## src/rtl/adder_pkg.sv

```systemverilog
// adder_pkg: shared types, parameter check and saturation constants for pipelined_adder
package adder_pkg;
    localparam int MAX_WIDTH = 256;
    typedef enum logic {OP_ADD = 1'b0, OP_SUB = 1'b1} op_e;
    function automatic bit params_ok(input int width, input int stages);
        return width >= 2 && stages >= 1 && width % stages == 0;
    endfunction
    function automatic logic [MAX_WIDTH-1:0] sat_max(input int width);
        logic [MAX_WIDTH-1:0] r;
        r = '0;
        for (int i = 0; i < width - 1; i++) r[i] = 1'b1;
        return r;
    endfunction
    function automatic logic [MAX_WIDTH-1:0] sat_min(input int width);
        logic [MAX_WIDTH-1:0] r;
        r = '0;
        r[width-1] = 1'b1;
        return r;
    endfunction
endpackage

```

## src/rtl/pipelined_adder_if.sv

```systemverilog
// pipelined_adder_if: operand/result valid-ready bundle for pipelined_adder
//   in_valid/in_ready/a/b/cin/op : operand beat (master -> slave)
//   out_valid/out_ready/sum/cout/overflow : result beat (slave -> master)
interface pipelined_adder_if #(parameter int WIDTH = 16);
    import adder_pkg::*;
    logic in_valid;
    logic in_ready;
    logic [WIDTH-1:0] a;
    logic [WIDTH-1:0] b;
    logic cin;
    op_e op;
    logic out_valid;
    logic out_ready;
    logic [WIDTH-1:0] sum;
    logic cout;
    logic overflow;
    modport slave(input in_valid, a, b, cin, op, out_ready, output in_ready, out_valid, sum, cout, overflow);
    modport master(output in_valid, a, b, cin, op, out_ready, input in_ready, out_valid, sum, cout, overflow);
endinterface

```

## src/rtl/adder_stage.sv

```systemverilog
// adder_stage: one C-bit carry segment, registered chunk sum, carry-out and valid
//   clk, rst_n (async, active-low), en (global advance)
//   valid_prev/carry_prev/a/b : inputs aligned to this stage
//   valid/carry/s             : registered results
module adder_stage #(parameter int C = 4) (
    input  logic         clk,
    input  logic         rst_n,
    input  logic         en,
    input  logic         valid_prev,
    input  logic         carry_prev,
    input  logic [C-1:0] a,
    input  logic [C-1:0] b,
    output logic         valid,
    output logic         carry,
    output logic [C-1:0] s
);
    logic [C:0] total;
    assign total = {1'b0, a} + {1'b0, b} + {{C{1'b0}}, carry_prev};
    always_ff @(posedge clk or negedge rst_n) begin
        if (!rst_n) begin
            valid <= 1'b0;
            carry <= 1'b0;
            s     <= '0;
        end else if (en) begin
            valid <= valid_prev;
            carry <= total[C];
            s     <= total[C-1:0];
        end
    end
endmodule

```

## src/rtl/pipelined_adder.sv

```systemverilog
// pipelined_adder: WIDTH-bit add/sub split into STAGES registered carry segments
//   clk, rst_n (async, active-low), bus : pipelined_adder_if.slave
//   Macro PIPELINED_ADDER_SAT_EN: saturate sum on signed overflow (default wraps)
module pipelined_adder
    import adder_pkg::*;
#(
    parameter int WIDTH  = 16,
    parameter int STAGES = 4
) (
    input logic              clk,
    input logic              rst_n,
    pipelined_adder_if.slave bus
);
    localparam int C = WIDTH / STAGES;
    if (!params_ok(WIDTH, STAGES)) begin : g_bad
        $error("pipelined_adder: illegal WIDTH=%0d STAGES=%0d", WIDTH, STAGES);
    end
    logic en, cin_eff, msb_x, ovf;
    logic [WIDTH-1:0] b_eff, raw;
    logic [STAGES-1:0] valid, carry;
    logic [C-1:0] chunk [STAGES];
    assign en = !valid[STAGES-1] || bus.out_ready;
    assign bus.in_ready = rst_n && en;
    assign b_eff = bus.op == OP_SUB ? ~bus.b : bus.b;
    assign cin_eff = bus.op == OP_SUB ? !bus.cin : bus.cin;
    for (genvar k = 0; k < STAGES; k++) begin : g_st
        // ka/kb: operand chunks k and above, delayed k cycles; acc: result bits below and including chunk k
        logic [WIDTH-k*C-1:0] ka, kb;
        logic [(k+1)*C-1:0] acc;
        logic v_prev, c_prev;
        if (k == 0) begin : g_first
            assign ka = bus.a;
            assign kb = b_eff;
            assign v_prev = bus.in_valid;
            assign c_prev = cin_eff;
            assign acc = chunk[0];
        end else begin : g_rest
            logic [k*C-1:0] lo;
            always_ff @(posedge clk or negedge rst_n) begin
                if (!rst_n) begin
                    ka <= '0;
                    kb <= '0;
                    lo <= '0;
                end else if (en) begin
                    ka <= g_st[k-1].ka[WIDTH-(k-1)*C-1:C];
                    kb <= g_st[k-1].kb[WIDTH-(k-1)*C-1:C];
                    lo <= g_st[k-1].acc;
                end
            end
            assign v_prev = valid[k-1];
            assign c_prev = carry[k-1];
            assign acc = {chunk[k], lo};
        end
        adder_stage #(.C(C)) u_stage (
            .clk(clk), .rst_n(rst_n), .en(en),
            .valid_prev(v_prev), .carry_prev(c_prev),
            .a(ka[C-1:0]), .b(kb[C-1:0]),
            .valid(valid[k]), .carry(carry[k]), .s(chunk[k])
        );
    end
    // Carry into the MSB is a^b^sum at that bit, so keeping a^b of the top bit is enough for overflow
    always_ff @(posedge clk or negedge rst_n) begin
        if (!rst_n) msb_x <= 1'b0;
        else if (en) msb_x <= g_st[STAGES-1].ka[C-1] ^ g_st[STAGES-1].kb[C-1];
    end
    assign raw = g_st[STAGES-1].acc;
    assign ovf = raw[WIDTH-1] ^ msb_x ^ carry[STAGES-1];
    assign bus.out_valid = valid[STAGES-1];
    assign bus.cout = carry[STAGES-1];
    assign bus.overflow = ovf;
`ifdef PIPELINED_ADDER_SAT_EN
    // On overflow the raw sign is flipped, so a negative raw result means positive operands
    assign bus.sum = ovf ? (raw[WIDTH-1] ? WIDTH'(sat_max(WIDTH)) : WIDTH'(sat_min(WIDTH))) : raw;
`else
    assign bus.sum = raw;
`endif
endmodule
```

## src/flat_wrapper.sv

```systemverilog
// flat-port wrapper written by rule: the top's interface ports become plain ports
module pipelined_adder_flat import adder_pkg::*;
#(
    parameter int WIDTH  = 16,
    parameter int STAGES = 4
)
  (clk, rst_n, bus_in_valid, bus_a, bus_b, bus_cin, bus_op, bus_out_ready, bus_in_ready, bus_out_valid, bus_sum, bus_cout, bus_overflow);
  pipelined_adder_if #(.WIDTH(WIDTH)) bus_i ();
  input logic clk;
  input logic rst_n;
  input wire logic [$bits(bus_i.in_valid)-1:0] bus_in_valid;
  input wire logic [$bits(bus_i.a)-1:0] bus_a;
  input wire logic [$bits(bus_i.b)-1:0] bus_b;
  input wire logic [$bits(bus_i.cin)-1:0] bus_cin;
  input wire logic [$bits(bus_i.op)-1:0] bus_op;
  input wire logic [$bits(bus_i.out_ready)-1:0] bus_out_ready;
  output wire logic [$bits(bus_i.in_ready)-1:0] bus_in_ready;
  output wire logic [$bits(bus_i.out_valid)-1:0] bus_out_valid;
  output wire logic [$bits(bus_i.sum)-1:0] bus_sum;
  output wire logic [$bits(bus_i.cout)-1:0] bus_cout;
  output wire logic [$bits(bus_i.overflow)-1:0] bus_overflow;
  assign bus_i.in_valid = bus_in_valid;
  assign bus_i.a = bus_a;
  assign bus_i.b = bus_b;
  assign bus_i.cin = bus_cin;
  assign bus_i.op = bus_op;
  assign bus_i.out_ready = bus_out_ready;
  assign bus_in_ready = bus_i.in_ready;
  assign bus_out_valid = bus_i.out_valid;
  assign bus_sum = bus_i.sum;
  assign bus_cout = bus_i.cout;
  assign bus_overflow = bus_i.overflow;
  pipelined_adder #(.WIDTH(WIDTH), .STAGES(STAGES)) u_core (.clk(clk), .rst_n(rst_n), .bus(bus_i));
endmodule
```

## config.mk

```make
export PLATFORM = sky130hd
export DESIGN_NAME = pipelined_adder_flat
export DESIGN_NICKNAME = d
export VERILOG_FILES = /design/src/rtl/adder_pkg.sv /design/src/rtl/pipelined_adder_if.sv /design/src/rtl/adder_stage.sv /design/src/rtl/pipelined_adder.sv /design/src/flat_wrapper.sv
export SDC_FILE = /design/constraint.sdc
export NUM_CORES = 1
export LEC_CHECK = 0
export BUFFER_PORTS_ARGS = -buffer_cell sky130_fd_sc_hd__buf_2
export CORE_ASPECT_RATIO = 0.5
export CORE_MARGIN = 2
export CORE_UTILIZATION = 40
export DETAILED_ROUTE_END_ITERATION = 6
export SLEW_MARGIN = 20
export SYNTH_ARGS = -nofsm -noshare
export SYNTH_HDL_FRONTEND = slang
export SYNTH_HIERARCHICAL = 1
export SYNTH_SLANG_ARGS = --single-unit
```

## constraint.sdc

```tcl
create_clock -name clk -period 4.7 [get_ports clk]
set_clock_uncertainty 0.1 [all_clocks]
set_input_delay 0.705 -clock clk [delete_from_list [all_inputs] [get_ports clk]]
set_output_delay 0.705 -clock clk [all_outputs]
set_load 0.05 [all_outputs]
```

Yosys cells after proc, flatten, opt, wreduce, memory -nomap -nowiden
Index checks and enable logic that the tools add are counted.

cells by class
  multiplexer cells = 2
  reductions and logical operators = 4
  bitwise operators = 4
  add/subtract/negate cells = 8

operators with widths
  cell                  number
  adder 4 x 4 -> 5 bit  4
  adder 5 x 1 -> 5 bit  4
  2-to-1 mux 16 bit     1
  inverter 16 bit       1
  XOR 1 bit             3
  zero test 1 bit       2
  logical AND 1 bit     1
  logical OR 1 bit      1
  2-to-1 mux 1 bit      1

word-level totals
  output and inout port bits = 20
  bits in registers = 97
  word-level logic and storage cells = 40
  input bits = 38

Depth between registers and ports, before layout
Gate-level depths: netlist of run 1.

  word-level depth = 4
  depth in mapped cells = 9
  mapped depth without buffers = 7

Cells and area by module
The synthesis of run 1 kept the hierarchy.

modules (own cells, without submodules)
  module                                    seq. area each (um2)  area an instance (um2)  cells an instance  times used
  pipelined_adder                           1826.8                3131.8                  178                1
  adder_stage (u_core.g_st[0].u_stage ...)  150.1                 392.9                   34                 3
  adder_stage (u_core.g_st[1].u_stage)      150.1                 382.9                   34                 1

Least setup slack after synthesis of run 1
No wires, ideal clock.

  path type = register to output
  start point = register u_core.g_st[3].u_stage.s[3]
  end point = output port bus_overflow
  setup slack = 2260 ps
  data required time = 3895 ps
  cell stages (with the launch flop) = 3
  arrival time = 1635 ps
  path buffers = 0
  path through = dfrtp_1 xnor2_1 xnor2_1

on the way
  longest elaborated chain between the ends = 2

RTL lines
  element                  RTL line               source
  start, declared          adder_stage.sv:15      output logic [C-1:0] s
  start signal, assigned   adder_stage.sv:27      s <= total[C-1:0];
  XOR 1 bit (2 in series)  pipelined_adder.sv:67  assign ovf = raw[WIDTH-1] ^ msb_x ^ carry[STAGES-1];
  end, declared            flat_wrapper.sv:21     output wire logic [$bits(bus_i.overflow)-1:0] bus_overflow;

Every way passes these cells.

Final worst setup path of run 1
  start point = input port bus_out_ready
  end point = output port bus_in_ready

on the way
  longest elaborated chain between the ends = 2

RTL lines
  element            RTL line               source
  start, declared    flat_wrapper.sv:16     input wire logic [$bits(bus_i.out_ready)-1:0] bus_out_ready;
  logical OR 1 bit   pipelined_adder.sv:22  assign en = !valid[STAGES-1] || bus.out_ready;
  logical AND 1 bit  pipelined_adder.sv:23  assign bus.in_ready = rst_n && en;
  end, declared      flat_wrapper.sv:17     output wire logic [$bits(bus_i.in_ready)-1:0] bus_in_ready;

Every way passes these cells.

==> results of run 1 <==
[sequential cells by signal, indices dropped and copies added, names as in the netlist]
name	count
u_core/g_st.u_stage/valid	4
u_core/msb_x	1
u_core/g_st.g_rest.lo	24
u_core/g_st.ka	24
u_core/g_st.u_stage/carry	4
u_core/g_st.u_stage/s	16
u_core/g_st.kb	24
[worst register-to-register path, stage by stage (launching register included)]
cell and delay [ps]:
dfrtp_1 430, nand2b_4 710, buf_4 530, and2b_4 250, a311oi_1 240, o211ai_1 130
[power by group through the flow]
stage	Clock, mW	Combinational [mW]	Sequential, mW
finish	0.725	1.71	1.45
global route	0.787	1.85	1.50
CTS	0.746	1.74	1.46
detailed placement	0	1.72	1.47
global placement	0	1.67	1.45
floorplan	0	1.17	1.67
[layer usage]
metal / wire length, um / up-vias / share of wire, % / global-route usage, %
li1: - / 1195 / - / -
met2: 3560 / 37 / 46 / 20.9
met5: 0 / - / 0 / 0
met4: 122 / 0 / 1.6 / 5.45
met1: 3810 / 1218 / 49 / 18.0
met3: 313 / 10 / 4.0 / 4.16
[cell usage in the layout, fill, tap and decap left out, types with 4 or more instances in the layout]
| master | count |
|---|---|
| a21oi_1 | 5 |
| a31oi_1 | 4 |
| buf_2 | 56 |
| clkbuf_16 | 9 |
| dfrtp_1 | 97 |
| fa_1 | 8 |
| ha_1 | 12 |
| inv_1 | 23 |
| mux2_2 | 35 |
| mux2_4 | 50 |
| nand3_1 | 4 |
| nand4b_1 | 4 |
| nor2_1 | 5 |
| nor2b_1 | 4 |
| o211ai_1 | 4 |
| o21ai_0 | 4 |
| xnor2_1 | 6 |
| xor2_1 | 18 |
[final cells by class]
cell class,count,area share (%)
Clock buffer,11,4.52
Multi-Input combinational cell,180,38.0
Inverter,23,1.61
Sequential cell,97,45.2
Timing Repair Buffer,60,5.85
Clock inverter,5,1.03
Tap cell,159,3.71
[worst min-delay path by stage]
stage	start	endpoint	slack [ps]	cells past startpoint
6_report	rst_n	u_core/g_st[0].u_stage/s[1]$_DFFE_PN0P_	110	1
3_5_place_dp	u_core/g_st[1].ka[4]$_DFFE_PN0P_	u_core/g_st[2].ka[0]$_DFFE_PN0P_	390	1
2_1_floorplan	rst_n	u_core/g_st[0].u_stage/carry$_DFFE_PN0P_	310	0
3_3_place_gp	u_core/g_st[1].u_stage/s[3]$_DFFE_PN0P_	u_core/g_st[2].g_rest.lo[7]$_DFFE_PN0P_	390	1
4_1_cts	rst_n	u_core/g_st[0].u_stage/carry$_DFFE_PN0P_	100	1
5_1_grt	rst_n	u_core/g_st[1].kb[0]$_DFFE_PN0P_	110	1
[logic make-up (layout without fill, tap and decap cells)]
logic type               count (synthesis)  count (layout)  synth area share [%]
multiplexers                            88              88                  25.0
adder cells (fa/ha/maj)                 20              20                  6.61
AO/OA/AOI/OAI                           21              21                  3.01
XOR/XNOR                                24              24                  4.48
flip-flops                              97              97                  51.7
AND/OR/NAND/NOR                         27              27                  4.35
buffers and inverters                   37              99                  4.80
[stage by stage]
step | total power [mW] | hold WS [ps] | instance area (sq um) | cells | setup WS [ps]
after floorplan | 2.85 | 309 | 4690 | 314 | 2260
after global placement | 3.12 | 388 | 5060 | 519 | 1870
after detailed placement | 3.19 | 390 | 5060 | 519 | 1810
after CTS | 3.94 | 105 | 5360 | 535 | 1860
after global routing | 4.14 | 110 | 5370 | 535 | 1760
final | 3.88 | 112 | 5370 | 535 | 1870
==> results.ini, run 1 <==
[clock_tree]
post-cts-setup-buffer-count = 0
holdBufCountCts = 0
cts.sinks = 97
clk_path_buf_depth = 2
cts_max_level = 3
post_cts_resized = 0
clk_pin_slew_ps = 60
root_buffer = clkbuf_16
insertion_delay_ps = 340
cts-buffers-inserted = 9
cts_tree = built

[layout]
seqCellArea_sq_um = 2430
fin_util_pct = 47.8
drive_gt1_share_pct = 43.9
num-fill-cells = 1000
fin_nets = 429
antenna_cells = 0
synthToLayoutAreaGrowth_pct = 14.3
multi_input_area_sq_um = 2040

[power]
power.switching_mw = 1.41
power_density_nw_per_um2 = 724
clkPwrFrac_pct = 18.7
leakagePower_nw = 2.59
power.internal_mw = 2.48
combPwrFrac_pct = 44.1
peakVddDrop_mv = 0.296
p_sw_share_pct = 36.2
seqPwrFrac_pct = 37.2

[global_route]
grt_pass1_wl_mm = 13.3
grt_pass1_vias = 2692
grt_max_degree = 85
overflow = 0
grt_antenna_before_repair = 0
track_usage_pct = 13.6

[logic_synthesis]
synth_ff_type = dfrtp_1
ys_seq_area_share_pct = 51.7
async_flop_share_pct = 100
ys_seq_elements = 97
syn_nets = 372
synthTopCellsByArea = dfrtp_1 (52%), mux2_4 (16%), mux2_2 (8.4%)
yosysUniqueCellTypes = 27
synth_edf_count = 0
synthCells = 314
synth.most_common_cell = dfrtp_1
synth.avg_cell_area_sq_um = 14.9
netlist_area_sq_um = 4690
synth_top_area_share_pct = 51.7
synth_top_cell_by_area = dfrtp_1
synth_common_cells = dfrtp_1 (97), mux2_4 (50), mux2_2 (35), inv_1 (23), xor2_1 (18)
yosysWarnings = 6

[critical_path]
path_common_cell = buf_2
reg2reg_slack_ps = 2190
reg2regPathDepth = 5
critPathLaunchType = input port
endpoint = bus_in_ready
crit_fanout = 64
crit_slowest_cell = nand2b_4
slowest_delay_ps = 720
cp.buffers_inverters = 2
crit_path_start = bus_out_ready
cp_cell_sequence = buf_2, nand2b_4, and2_1, buf_2
crit_cells = 4
path_class = in2out
crit_family = simple AND/OR/NAND/NOR gates
worstPathRequired_ps = 3890
r2r-start = u_core/g_st[3].u_stage/valid$_DFFE_PN0P_
crit_path_end_kind = output port
worstPathArrival_ps = 2020
reg2reg_to = u_core/g_st[3].u_stage/s[3]$_DFFE_PN0P_

[sta]
hold_violations = 0
fin_crit_ps = 2830
final-setup-viol-count = 0
fmax_mhz = 353
slew_headroom_pct = 37.3
maxSlewViolCount = 0
final.period_utilization_pct = 60.2
finalSetupTns_ps = 0
worst_pin_slew_ps = 941
rsz0062_at_grt = no

[floorplanning]
design.core.area_sq_um = 11200
dieArea_sq_um = 12700
die_h_um = 80.6
die_x_um = 157
num_rows = 27
start_util_pct = 41.8
io_pins = 58

[outcome]
status = completed

[route]
wl_mm = 7.80
dr.pass1.iters = 4
remaining_drc_errors = 0
drt-wirelength-per-cell_um = 14.6
via_per_inst = 4.60
final_antenna_net_count = 0
via_count = 2460
drt-initial-drc-count = 79

[flow_run]
cap_viol_max_count = 0

[placement]
place_congestion = 0.700
port_buffers = 57
dp_hpwl_mm = 5.36

[worst_hold_path]
hp-class = in2async

No activity file was read; power rests on OpenSTA's default activity.
==> run 2, diff against run 1 <==
==> constraint.sdc (replaced) <==
create_clock -name clk -period 2.55 [get_ports clk]
set_clock_uncertainty 0.1 [all_clocks]
set_input_delay 0.3825 -clock clk [delete_from_list [all_inputs] [get_ports clk]]
set_output_delay 0.3825 -clock clk [all_outputs]
set_load 0.05 [all_outputs]
==> run 2 against run 1 <==
  * Core utilization grew 0.97 points
  * Via count rose by 2.5%
  * Flip-flop and latch count unchanged
==> results.ini, run 2 (synthesized netlist as in run 1, its figures left out) <==
[sta]
final.period_utilization_pct = 84.7
rsz0062_at_grt = no  ; unchanged
fin_crit_ps = 2160
final-setup-viol-count = 0  ; unchanged
slew_headroom_pct = 67.2  ; was 37.3%
hold_violations = 0  ; unchanged
fmax_mhz = 463
maxSlewViolCount = 0  ; unchanged
layout_setup_ws_ps = 391  ; was 1870 ps
worst_pin_slew_ps = 491  ; was 941 ps
finalSetupTns_ps = 0  ; unchanged

[floorplanning]
die_h_um = 80.6  ; unchanged
io_pins = 58  ; unchanged
num_rows = 27  ; unchanged
design.core.area_sq_um = 11200  ; unchanged
start_util_pct = 41.8  ; unchanged
dieArea_sq_um = 12700  ; unchanged
die_x_um = 157  ; unchanged

[layout]
drive_gt1_share_pct = 44.9  ; was 43.9%
reg_top3 = u_core/g_st.g_rest.lo x24, u_core/g_st.ka x24, u_core/g_st.kb x24  ; unchanged
fin_nets = 436  ; was 429
synthToLayoutAreaGrowth_pct = 16.6  ; was 14.3%
final_common_cell = dfrtp_1  ; unchanged
final_cell_mix = dfrtp_1 (97), buf_2 (56), mux2_4 (50), mux2_2 (35), inv_1 (23)  ; unchanged
num-fill-cells = 1003  ; was 1000
antenna_cells = 0  ; unchanged

[power]
power_density_nw_per_um2 = 1330  ; was 724 nW/um^2
leakagePower_nw = 2.66  ; was 2.59 nW
peakVddDrop_mv = 0.514  ; was 0.296 mV

[route]
wl_mm = 7.65  ; was 7.80 mm
via_count = 2522  ; was 2460
dr.max_layer_used = met4  ; unchanged
drt-initial-drc-count = 117  ; was 79
routed-wl-met3_um = 314  ; was 313 um
wl_met2_mm = 3.28  ; was 3.56 mm
wl_met1_mm = 3.94  ; was 3.81 mm
drt-wirelength-per-cell_um = 14.1  ; was 14.6 um
remaining_drc_errors = 0  ; unchanged
dr.pass1.iters = 4  ; unchanged
via_per_inst = 4.65  ; was 4.60
final_antenna_net_count = 0  ; unchanged

[critical_path]
crit_path_end_kind = output port  ; unchanged
cp_cell_sequence = dlygate4sd3_1, buf_4, and2_1, buf_2  ; was buf_2, nand2b_4, and2_1, buf_2
worstPathRequired_ps = 2070  ; was 3890 ps
reg2reg_slack_ps = 750  ; was 2190 ps
critPathLaunchType = input port  ; unchanged
cp.buffers_inverters = 3  ; was 2
slowest_delay_ps = 530  ; was 720 ps
reg2reg_to = u_core/g_st[2].u_stage/s[3]$_DFFE_PN0P_  ; was u_core/g_st[3].u_stage/s[3]$_DFFE_PN0P_
r2r-start = u_core/g_st[3].u_stage/valid$_DFFE_PN0P_  ; unchanged
crit_fanout = 26  ; was 64
crit_family = buffers and inverters  ; was simple AND/OR/NAND/NOR gates
worstPathArrival_ps = 1680  ; was 2020 ps
reg2regPathDepth = 5  ; unchanged
path_class = in2out  ; unchanged
crit_slowest_cell = dlygate4sd3_1  ; was nand2b_4

[global_route]
grt_antenna_before_repair = 0  ; unchanged
grt_pass1_vias = 2624  ; was 2692
grt_pass1_wl_mm = 13.1  ; was 13.3 mm
grt_max_degree = 41  ; was 85
track_usage_pct = 13.5  ; was 13.6%
overflow = 0  ; unchanged

[clock_tree]
cts.sinks = 97  ; unchanged
clk_path_buf_depth = 2  ; unchanged
cts_tree = built  ; unchanged
cts-buffers-inserted = 9  ; unchanged
root_buffer = clkbuf_16  ; unchanged
insertion_delay_ps = 340  ; about the same
cts_max_level = 3  ; unchanged
clk_pin_slew_ps = 70  ; was 60 ps
post-cts-setup-buffer-count = 0  ; unchanged

[worst_hold_path]
hp-class = in2reg  ; was in2async
hold_depth = 2
min_from = bus_a[7]
min_to = u_core/g_st[1].ka[3]$_DFFE_PN0P_

[placement]
place_congestion = 0.686  ; was 0.700
dp_hpwl_mm = 5.49  ; was 5.36 mm
port_buffers = 57  ; unchanged
pre_cts_slack_ps = 482  ; was 1810 ps

[flow_run]
cap_viol_max_count = 0  ; unchanged

[outcome]
status = completed  ; unchanged

run 2: changes by cell type in the layout (fill, tap and decap cells not counted), sizes merged:
cell         previous run  this run
clkinvlp                2         0
clkbuf                 11        10
dlygate4sd3             0         1
clkinv                  2         4
buf                    60        66
bufinv                  1         2
run 2: what timing repair did:
item	CTS	global route
hold endpoints to repair	23	0
hold buffers	1	0
gates resized for setup	0	0
run 2: layer usage:
layer,global-route usage [%],vias up
met3,3.62,9
met4,5.45,0
met2,19.8,36
li1,-,1206
met1,19.1,1271
met5,0,-
run 2: how the worst max path moves through the flow:
stage / from / to / cells after the start / slack, ps
2_1_floorplan: u_core/g_st[3].u_stage/s[3]$_DFFE_PN0P_ / bus_overflow / 2 / 430
3_3_place_gp: bus_op / u_core/g_st[0].u_stage/s[2]$_DFFE_PN0P_ / 7 / 520
3_5_place_dp: bus_op / u_core/g_st[0].u_stage/s[2]$_DFFE_PN0P_ / 7 / 480
4_1_cts: rst_n / bus_in_ready / 4 / 350
5_1_grt: rst_n / bus_in_ready / 4 / 280
6_report: rst_n / bus_in_ready / 4 / 390
run 2: power breakdown:
part           switching (mW)  internal (mW)
Combinational            1.60           1.58
Clock                   0.570          0.889
Sequential              0.427           2.23
run 2: final cells by class:
cell class | instances | area (sq um) | share of cell area (%)
clock buffer | 10 | 239 | 4.37
clock inverter | 6 | 91.3 | 1.67
sequential | 97 | 2430 | 44.3
tap | 159 | 199 | 3.63
multi-input combinational | 180 | 2040 | 37.3
timing repair buffer | 67 | 390 | 7.13
inverter | 23 | 86.3 | 1.58
run 2: per-stage QoR:
stage / instance area [sq um] / util [%] / total power [mW] / cells / hold slack (ps)
2_1_floorplan: 4690 / - / 5.25 / 314 / -13.1
6_report: 5470 / 48.8 / 7.31 / 542 / 173
3_3_place_gp: 5130 / 45.8 / 5.79 / 525 / 201
4_1_cts: 5470 / 48.8 / 7.41 / 542 / 158
5_1_grt: 5470 / 48.8 / 7.80 / 542 / 160
3_5_place_dp: 5130 / 45.8 / 5.91 / 525 / 208
